**src/rtl/branch_predictor_bht.sv**
```systemverilog
// branch_predictor_bht
// Direct-mapped branch history table beside the fetch stage. Each entry keeps
// a valid bit, the upper PC bits as tag, a 2-bit saturating direction counter
// and the last taken target. Lookups are registered once per enabled stage
// cycle. Resolved branches come back on the upd_* port carrying the
// prediction bundle that was issued for them; the table is written and a
// one-cycle redirect is raised on the edge that samples the update.
//
// Handshake: upd_en is a single-cycle strobe with no back-pressure. Every
// cycle with upd_en=1 and a branch flag (01 or 10) is consumed on that edge,
// independent of stg_ena. There is no ready signal.
module branch_predictor_bht #(
  parameter int unsigned ENTRIES  = 16,
  parameter logic [1:0]  CNT_INIT = 2'b01
) (
  input  logic        stg_clk,
  input  logic        reset,
  input  logic        stg_ena,
  input  logic [31:0] fetch_pc,
  output logic [1:0]  pred_counter,
  output logic        pred_valid,
  output logic        pred_taken,
  output logic [31:0] pred_target,
  input  logic        upd_en,
  input  logic [31:0] upd_pc,
  input  logic [1:0]  upd_flag,
  input  logic [1:0]  upd_counter,
  input  logic        upd_valid,
  input  logic        upd_prediction,
  input  logic [31:0] upd_pred_target,
  input  logic        upd_taken,
  input  logic [31:0] upd_target,
  output logic        mispredict,
  output logic [31:0] redirect_pc,
  output logic [15:0] stat_branches,
  output logic [15:0] stat_mispredicts
);

  localparam int unsigned IDX_W = $clog2(ENTRIES);
  localparam int unsigned TAG_W = 30 - IDX_W;

  // Table storage
  logic             valid_q [ENTRIES];
  logic             valid_d [ENTRIES];
  logic [TAG_W-1:0] tag_q   [ENTRIES];
  logic [TAG_W-1:0] tag_d   [ENTRIES];
  logic [1:0]       cnt_q   [ENTRIES];
  logic [1:0]       cnt_d   [ENTRIES];
  logic [31:0]      tgt_q   [ENTRIES];
  logic [31:0]      tgt_d   [ENTRIES];

  // Registered prediction bundle
  logic [1:0]  pred_counter_q, pred_counter_d;
  logic        pred_valid_q,   pred_valid_d;
  logic        pred_taken_q,   pred_taken_d;
  logic [31:0] pred_target_q,  pred_target_d;

  // Registered update results
  logic        mispredict_q,   mispredict_d;
  logic [31:0] redirect_pc_q,  redirect_pc_d;
  logic [15:0] stat_br_q,      stat_br_d;
  logic [15:0] stat_mis_q,     stat_mis_d;

  // Address decomposition
  logic [IDX_W-1:0] fetch_idx, upd_idx;
  logic [TAG_W-1:0] fetch_tag, upd_tag;
  logic             unused_fetch_low;

  assign fetch_idx        = fetch_pc[IDX_W+1:2];
  assign fetch_tag        = fetch_pc[31:IDX_W+2];
  assign upd_idx          = upd_pc[IDX_W+1:2];
  assign upd_tag          = upd_pc[31:IDX_W+2];
  assign unused_fetch_low = ^fetch_pc[1:0];

  // Update decode
  logic       upd_accept;
  logic       eff_taken;
  logic [1:0] cnt_base;
  logic [1:0] cnt_new;
  logic       upd_write;
  logic       mis_calc;

  // Decode the resolved branch: acceptance, effective outcome, new counter
  always_comb begin
    upd_accept = upd_en && ((upd_flag == 2'b01) || (upd_flag == 2'b10));
    eff_taken  = upd_taken || (upd_flag == 2'b10);
    cnt_base   = upd_valid ? upd_counter : CNT_INIT;
    cnt_new    = cnt_base;
    if (eff_taken) begin
      if (cnt_base != 2'b11) cnt_new = cnt_base + 2'd1;
    end else begin
      if (cnt_base != 2'b00) cnt_new = cnt_base - 2'd1;
    end
    // Not-taken branches without a prior entry are not allocated
    upd_write  = upd_accept && (upd_valid || eff_taken);
    mis_calc   = (upd_prediction != eff_taken) ||
                 (eff_taken && upd_prediction && (upd_pred_target != upd_target));
  end

  // Next table contents: at most one entry changes per cycle
  always_comb begin
    valid_d = valid_q;
    tag_d   = tag_q;
    cnt_d   = cnt_q;
    tgt_d   = tgt_q;
    if (upd_write) begin
      valid_d[upd_idx] = 1'b1;
      tag_d[upd_idx]   = upd_tag;
      cnt_d[upd_idx]   = cnt_new;
      tgt_d[upd_idx]   = eff_taken ? upd_target : tgt_q[upd_idx];
    end
  end

  // Lookup reads the post-write table so a same-edge update is visible
  always_comb begin
    logic hit;
    hit            = valid_d[fetch_idx] && (tag_d[fetch_idx] == fetch_tag);
    pred_counter_d = pred_counter_q;
    pred_valid_d   = pred_valid_q;
    pred_taken_d   = pred_taken_q;
    pred_target_d  = pred_target_q;
    if (stg_ena) begin
      pred_valid_d   = hit;
      pred_counter_d = hit ? cnt_d[fetch_idx] : 2'b00;
      pred_taken_d   = hit && cnt_d[fetch_idx][1];
      pred_target_d  = hit ? tgt_d[fetch_idx] : 32'h0;
    end
  end

  // Redirect strobe, redirect PC and saturating statistics
  always_comb begin
    mispredict_d  = upd_accept && mis_calc;
    redirect_pc_d = redirect_pc_q;
    stat_br_d     = stat_br_q;
    stat_mis_d    = stat_mis_q;
    if (upd_accept) begin
      redirect_pc_d = eff_taken ? upd_target : (upd_pc + 32'd4);
      if (stat_br_q != 16'hFFFF) stat_br_d = stat_br_q + 16'd1;
      if (mis_calc && (stat_mis_q != 16'hFFFF)) stat_mis_d = stat_mis_q + 16'd1;
    end
  end

  // State registers; reset clears the whole table and all outputs
  always_ff @(posedge stg_clk or posedge reset) begin
    if (reset) begin
      valid_q        <= '{default: 1'b0};
      tag_q          <= '{default: '0};
      cnt_q          <= '{default: 2'b00};
      tgt_q          <= '{default: 32'h0};
      pred_counter_q <= 2'b00;
      pred_valid_q   <= 1'b0;
      pred_taken_q   <= 1'b0;
      pred_target_q  <= 32'h0;
      mispredict_q   <= 1'b0;
      redirect_pc_q  <= 32'h0;
      stat_br_q      <= 16'h0;
      stat_mis_q     <= 16'h0;
    end else begin
      valid_q        <= valid_d;
      tag_q          <= tag_d;
      cnt_q          <= cnt_d;
      tgt_q          <= tgt_d;
      pred_counter_q <= pred_counter_d;
      pred_valid_q   <= pred_valid_d;
      pred_taken_q   <= pred_taken_d;
      pred_target_q  <= pred_target_d;
      mispredict_q   <= mispredict_d;
      redirect_pc_q  <= redirect_pc_d;
      stat_br_q      <= stat_br_d;
      stat_mis_q     <= stat_mis_d;
    end
  end

  assign pred_counter     = pred_counter_q;
  assign pred_valid       = pred_valid_q;
  assign pred_taken       = pred_taken_q;
  assign pred_target      = pred_target_q;
  assign mispredict       = mispredict_q;
  assign redirect_pc      = redirect_pc_q;
  assign stat_branches    = stat_br_q;
  assign stat_mispredicts = stat_mis_q;

endmodule

```
**config.mk**
```make
export PLATFORM = sky130hd
export DESIGN_NAME = branch_predictor_bht
export DESIGN_NICKNAME = d
export VERILOG_FILES = /design/src/rtl/branch_predictor_bht.sv
export SDC_FILE = /design/constraint.sdc
export NUM_CORES = 2
export LEC_CHECK = 0
export ABC_AREA = 0
export ABC_CLOCK_PERIOD_IN_PS = 47400
export CAP_MARGIN = 20
export CORE_MARGIN = 4
export CORE_UTILIZATION = 60
export CTS_CLUSTER_SIZE = 14
export DETAILED_ROUTE_END_ITERATION = 6
export PLACE_DENSITY = 0.76
export SYNTH_ARGS = -nofsm -noshare
export SYNTH_HDL_FRONTEND = slang
export SYNTH_SLANG_ARGS = --single-unit
```
**constraint.sdc**
```tcl
create_clock -name stg_clk -period 47.4 [get_ports stg_clk]
set_clock_uncertainty 0.1 [all_clocks]
set_input_delay 7.11 -clock stg_clk [delete_from_list [all_inputs] [get_ports stg_clk]]
set_output_delay 7.11 -clock stg_clk [all_outputs]
set_load 0.005 [all_outputs]
```
* Word level (Yosys, flattened, before mapping) *
Cells that the tools add are included.

word-level totals
  word-level logic and storage cells = 145
  output and inout port bits = 101
  bits in registers = 1,077

cells by class
  bitwise logic cells = 3
  equality and inequality tests = 8
  $add $sub $neg = 5
  muxes and demuxes = 38
  order comparisons = 3
  reductions and logical operators = 16

operator list
  cell                                                      number
  bitwise mux 512 bit                                       1
  2-to-1 mux 512 bit                                        1
  bitwise mux 416 bit                                       1
  2-to-1 mux 416 bit                                        1
  2-to-1 mux 32 bit                                         9
  binary-select mux 32 bit (select 4 bit)                   2
  demux 32 bit (select 4 bit)                               1
  binary-select mux 26 bit (select 4 bit)                   1
  demux 26 bit (select 4 bit)                               1
  2-to-1 mux 26 bit                                         3
  adder 16 x 1 -> 16 bit, second input constant             2
  adder 32 x 3 -> 32 bit, second input constant             1
  bitwise mux 32 bit                                        1
  != test 16 bit, second input constant                     2
  != test 32 bit                                            1
  equality test 26 bit                                      1
  2-to-1 mux 16 bit                                         1
  2-to-1 mux 2 bit                                          8
  OR 16 bit                                                 1
  greater-or-equal comparator 5 bit, second input constant  2
  NOT 4 -> 5 bit                                            2
  logical AND 1 bit                                         9
  binary-select mux 2 bit (select 4 bit)                    1
  demux 2 bit (select 4 bit)                                1
  13 further kinds                                          19

* Longest topological paths before layout *
  depth in word-level cells = 13
  gate-level depth with buffers = 19
  depth with buffers taken out = 13

* Worst setup path before layout *
OpenSTA, ideal clock, no wires.

  path kind = input-to-reg
  start = in upd_pc[2]
  end = reg pred_target_q[10], in the netlist pred_target[10]
  cell stages on the path = 16
  data arrival time = 10.740 ns
  data required time = 47.219 ns
  path buffers = 4
  slack = 36.479 ns
  library setup time = 0.081 ns
  cells stage by stage = clkbuf_1 > buf_2 > inv_1 > ha_1 > buf_2 > mux2i_1 > nor4_1 > a221oi_1 > o32ai_1 > nor4bb_1 > xnor2_1 > nand4_1 > nor4_2 > nand4_2 > buf_6 > o22ai_2

on the way
  longest elaborated chain between the ends = 13
  elaborated cells on any way between the ends = 32
  classes of those cells = order compare: 2; eq/ne: 1; mux: 25; bitwise: 2; reduce/logical: 2

RTL lines
  item                                                                                                                   line           text
  start: declaration                                                                                                     25             input logic [31:0] upd_pc,
  NOT 4 -> 5 bit (*)                                                                                                     107, 108, 110
  greater-or-equal comparator 5 bit (implied by the code) / less-than comparator 5 x 1 -> 1 bit (equally long branches)  107, 108, 110
  logical AND 1 bit (implied by the code)                                                                                107, 108, 110
  2-to-1 mux 26 bit (implied by the code)                                                                                108            tag_d[upd_idx] = upd_tag;
  demux 26 bit (select 4 bit)                                                                                            108
  bitwise mux 416 bit                                                                                                    108
  2-to-1 mux 416 bit                                                                                                     106            if (upd_write) begin
  binary-select mux 26 bit (select 4 bit)                                                                                117            hit = valid_d[fetch_idx] && (tag_d[fetch_idx] == fetch_tag);
  2-to-1 mux 26 bit (implied by the code) (2 in a row)                                                                   117
  equality test 26 bit                                                                                                   117
  logical AND 1 bit                                                                                                      117
  2-to-1 mux 32 bit (*)                                                                                                  126            pred_target_d = hit ? tgt_d[fetch_idx] : 32'h0;
  end signal: assignment                                                                                                 166            pred_target_q <= pred_target_d;
  end: declaration                                                                                                       56             logic [31:0] pred_target_q, pred_target_d;

Mark *: on every way between the ends. The rest lies on a longest branch, timed or not. The select of a mux whose other input is x is not followed.
A chain may end at the register's enable or synchronous reset.

* Worst setup path after layout *
  start = in upd_pc[2]
  end = reg pred_target_q[29], in the netlist pred_target[29]

The elaborated chain is that of the path after synthesis.

==> results.yml <==
worst_hold_path:
  min_path_type: "register to register"
  min_to: "valid_q[3]"
  min_from: "valid_q[3]"
  hold_depth: 1
floorplan:
  die_area_um2: 101000
  rows: 113
  dieHeight_um: 318
  initial_core_util_pct: 60.5
  core_area_um2: 95000
  die_w_um: 318
  io_pins: 240
route:
  top_layer: "met5"
  finalWirelength_um: 230000
  postRouteAntennaNets: 0
  drtIter0Drc: 9580
  wl_per_cell_um: 30.9
  wl_met1_um: 79600
  wl_met2_um: 94200
  num_vias: 54600
  drcViolationCount: 6
  firstDrtPassIters: 7
  route.met3.wl_um: 37600
  routed_via_density: 7.33
grt:
  grt.total_usage_pct: 44.3
  grt_overflow: 0
  grt_antenna_before_repair: 6
  grt_pass1_vias: 52700
  grt_pass1_wl_um: 339000
  grt_max_degree: 173
cts:
  cts_resized: 0
  cts_made_buffers: 115
  clkLatencyLatePin_ns: 0.72
  cts_hold_buf: 0
  cts_tree: "done"
  clockRootBuffer: "clkbuf_16"
  cts_buffer_depth: 3
  clock_sinks: 1076
  postCtsSetupRepairBufs: 0
  htree_levels: 3
  clkTransAtPathRegs_ns: 0.06
sta:
  setup_tns_ns: 0
  slew_headroom_pct: 14.4
  rsz0062_at_grt: "false"
  setup_viol: 0
  max_slew.worst_pin.slew_ns: 1.28
  drv_slew: 0
  min_period_over_period_pct: 28.0
  hold_viol: 0
  period_minus_slack_ns: 13.29
  max_freq_mhz: 75.3
critical_path:
  r2r_slack_ns: 43.32
  startpoint_type: "input pin"
  path_depth: 16
  slowest_stage: "o32ai_1"
  crit_top_cell: "buf_4"
  path_max_fanout: 46
  crit_family: "buffers and inverters"
  crit_required_ns: 47.93
  cp.buffers_inverters: 5
  ff2ff_path_depth: 10
  critPathArrivalTime_ns: 13.82
  path_cells: "clkbuf_8, inv_1, ha_1, nand3b_2, nor3_4, buf_4, buf_4, mux2_2, o2111a_1, o32ai_1, xnor2_1, nand4_1, nor4_2, nand4_4, buf_4, o22ai_1"
  slowest_delay_ns: 0.80
  reg2reg_to: "pred_target[29]"
  worstSetupPathType: "input pin to register"
  endpoint_kind: "register"
  rr_startpoint: "tag_q[372]"
finish:
  most-common-layout-cells: "nand2_1, dfrtp_1, nor2_1, a21oi_1, o21ai_0"
  areaGrowthSynthToFinish_pct: 12.7
  final_common_cell: "nand2_1"
  fillers: 7422
  utilization_pct: 68.2
  num-nets-final: 6239
  drive_above_1_share_pct: 12.8
placement:
  place.gp.congestion: 0.995
  dpl.hpwl_um: 138000
  numPortBuffers: 237
synthesis:
  syn_inst: 6130
  synth_area_um2: 57500
  synth_edf_count: 0
  ys_types: 103
  syn_nets: 6277
  synth-seq-cells: 1076
  synthFlopType: "dfrtp_1"
  syn_area_per_cell_um2: 9.38
  synth.yosys.seq_area_share_pct: 46.8
  async_flop_share_pct: 100
  ys_warn_count: 0
outcome:
  status: "finished, violations left"
  violations: "design-rule violations"
power:
  leakage_nw: 27.9
  p_per_area_nw_per_um2: 44.1
  vdd_drop_max_v: 0.0000372
job:
  drv_cap: 0
per-layer routing:
metal  global-route usage (%)  up-vias
met3                     17.6     1276
met4                     28.6        2
met5                        0        -
met1                     57.1    26200
met2                     62.2     5008
li1                         -    22100
cells in the mapped netlist, types with 37 or more instances:
| master | n | area share (%) |
|---|---|---|
| buf_1 | 79 | 0.52 |
| mux2_2 | 107 | 2.1 |
| buf_2 | 79 | 0.69 |
| a41oi_1 | 37 | 0.56 |
| nor2_1 | 542 | 3.5 |
| a22oi_1 | 141 | 1.8 |
| dfrtp_1 | 1076 | 47 |
| a21oi_1 | 435 | 3.8 |
| a32oi_1 | 54 | 0.82 |
| inv_1 | 85 | 0.55 |
| nor3_1 | 111 | 0.97 |
| mux4_2 | 148 | 5.8 |
| nor4_1 | 38 | 0.41 |
| o22ai_1 | 49 | 0.53 |
| nand3_1 | 112 | 0.98 |
| clkbuf_1 | 417 | 2.7 |
| o21ai_0 | 402 | 3.5 |
| nand4_1 | 51 | 0.55 |
| nand2_1 | 1127 | 7.4 |
| a221oi_1 | 44 | 0.67 |
| a211oi_1 | 97 | 1.3 |
| xnor2_1 | 78 | 1.2 |
| mux2i_1 | 115 | 2.0 |
final cells by class:
| cell class | instances | area (µm²) | area share (%) |
|---|---|---|---|
| diodes | 3 | 7.51 | 0.0116 |
| clock buffers | 171 | 3490 | 5.38 |
| clock inverters | 34 | 405 | 0.626 |
| inverters | 87 | 338 | 0.522 |
| multi-input cells | 4366 | 28100 | 43.3 |
| flip-flops and latches | 1076 | 26900 | 41.6 |
| well taps | 1265 | 1580 | 2.44 |
| repair buffers | 446 | 3960 | 6.12 |
kinds of logic after synthesis:
kind of cell,Yosys count,synth area share (%)
buffers and inverters,688,4.91
AND/OR/NAND/NOR,2156,16.3
AO/OA/AOI/OAI,1722,20.2
multiplexers,373,9.96
XOR/XNOR,106,1.61
flip-flops,1076,46.8
adder cells (fa/ha/maj),9,0.192
metrics by stage:
step / hold slack [ns] / instance area (µm²) / power, W / setup WS, ns / cells
after floorplan: 0.324 / 57500 / 0.00168 / 9.90 / 6130
after global placement: 0.335 / 60900 / 0.00186 / 33.82 / 7237
after detailed placement: 0.349 / 60900 / 0.00189 / 33.74 / 7238
after CTS: 0.368 / 64800 / 0.00282 / 34.45 / 7443
after global routing: 0.382 / 64800 / 0.00296 / 34.10 / 7445
final: 0.364 / 64800 / 0.00285 / 34.11 / 7448
sequential cells by signal, indices dropped and copies added (netlist names):
name              cells
cnt_q                32
mispredict            1
pred_counter          1
pred_taken            1
pred_target          32
pred_valid            1
redirect_pc          32
stat_branches        16
stat_mispredicts     16
tag_q               416
tgt_q               512
valid_q              16
worst register-to-register path, cell delays in order (launching register included):
cell and delay [ns]:
dfrtp_1 0.33, inv_1 0.05, o311ai_0 0.33, o2bb2ai_1 0.23, nor4_1 0.91, xnor2_1 0.20
nand4_1 0.12, nor4_2 0.90, nand4_4 0.11, buf_4 0.45, o22ai_1 0.26
how the worst max path moves through the flow:
stage | end | startpoint | slack [ns]
6_report | pred_target[29] | upd_pc[2] | 34.11
5_1_grt | pred_target[29] | upd_flag[0] | 34.10
4_1_cts | pred_target[6] | upd_flag[0] | 34.45
3_5_place_dp | pred_target[6] | upd_flag[0] | 33.74
3_3_place_gp | pred_target[28] | upd_pc[2] | 33.82
2_1_floorplan | cnt_q[0] | reset | 9.90
report_power, final:
part	internal [W]	switching, W
registers	0.00113	0.000135
clock network	0.000552	0.000388
logic	0.000274	0.000378
Note: power is estimated with default switching activity, not from simulation.
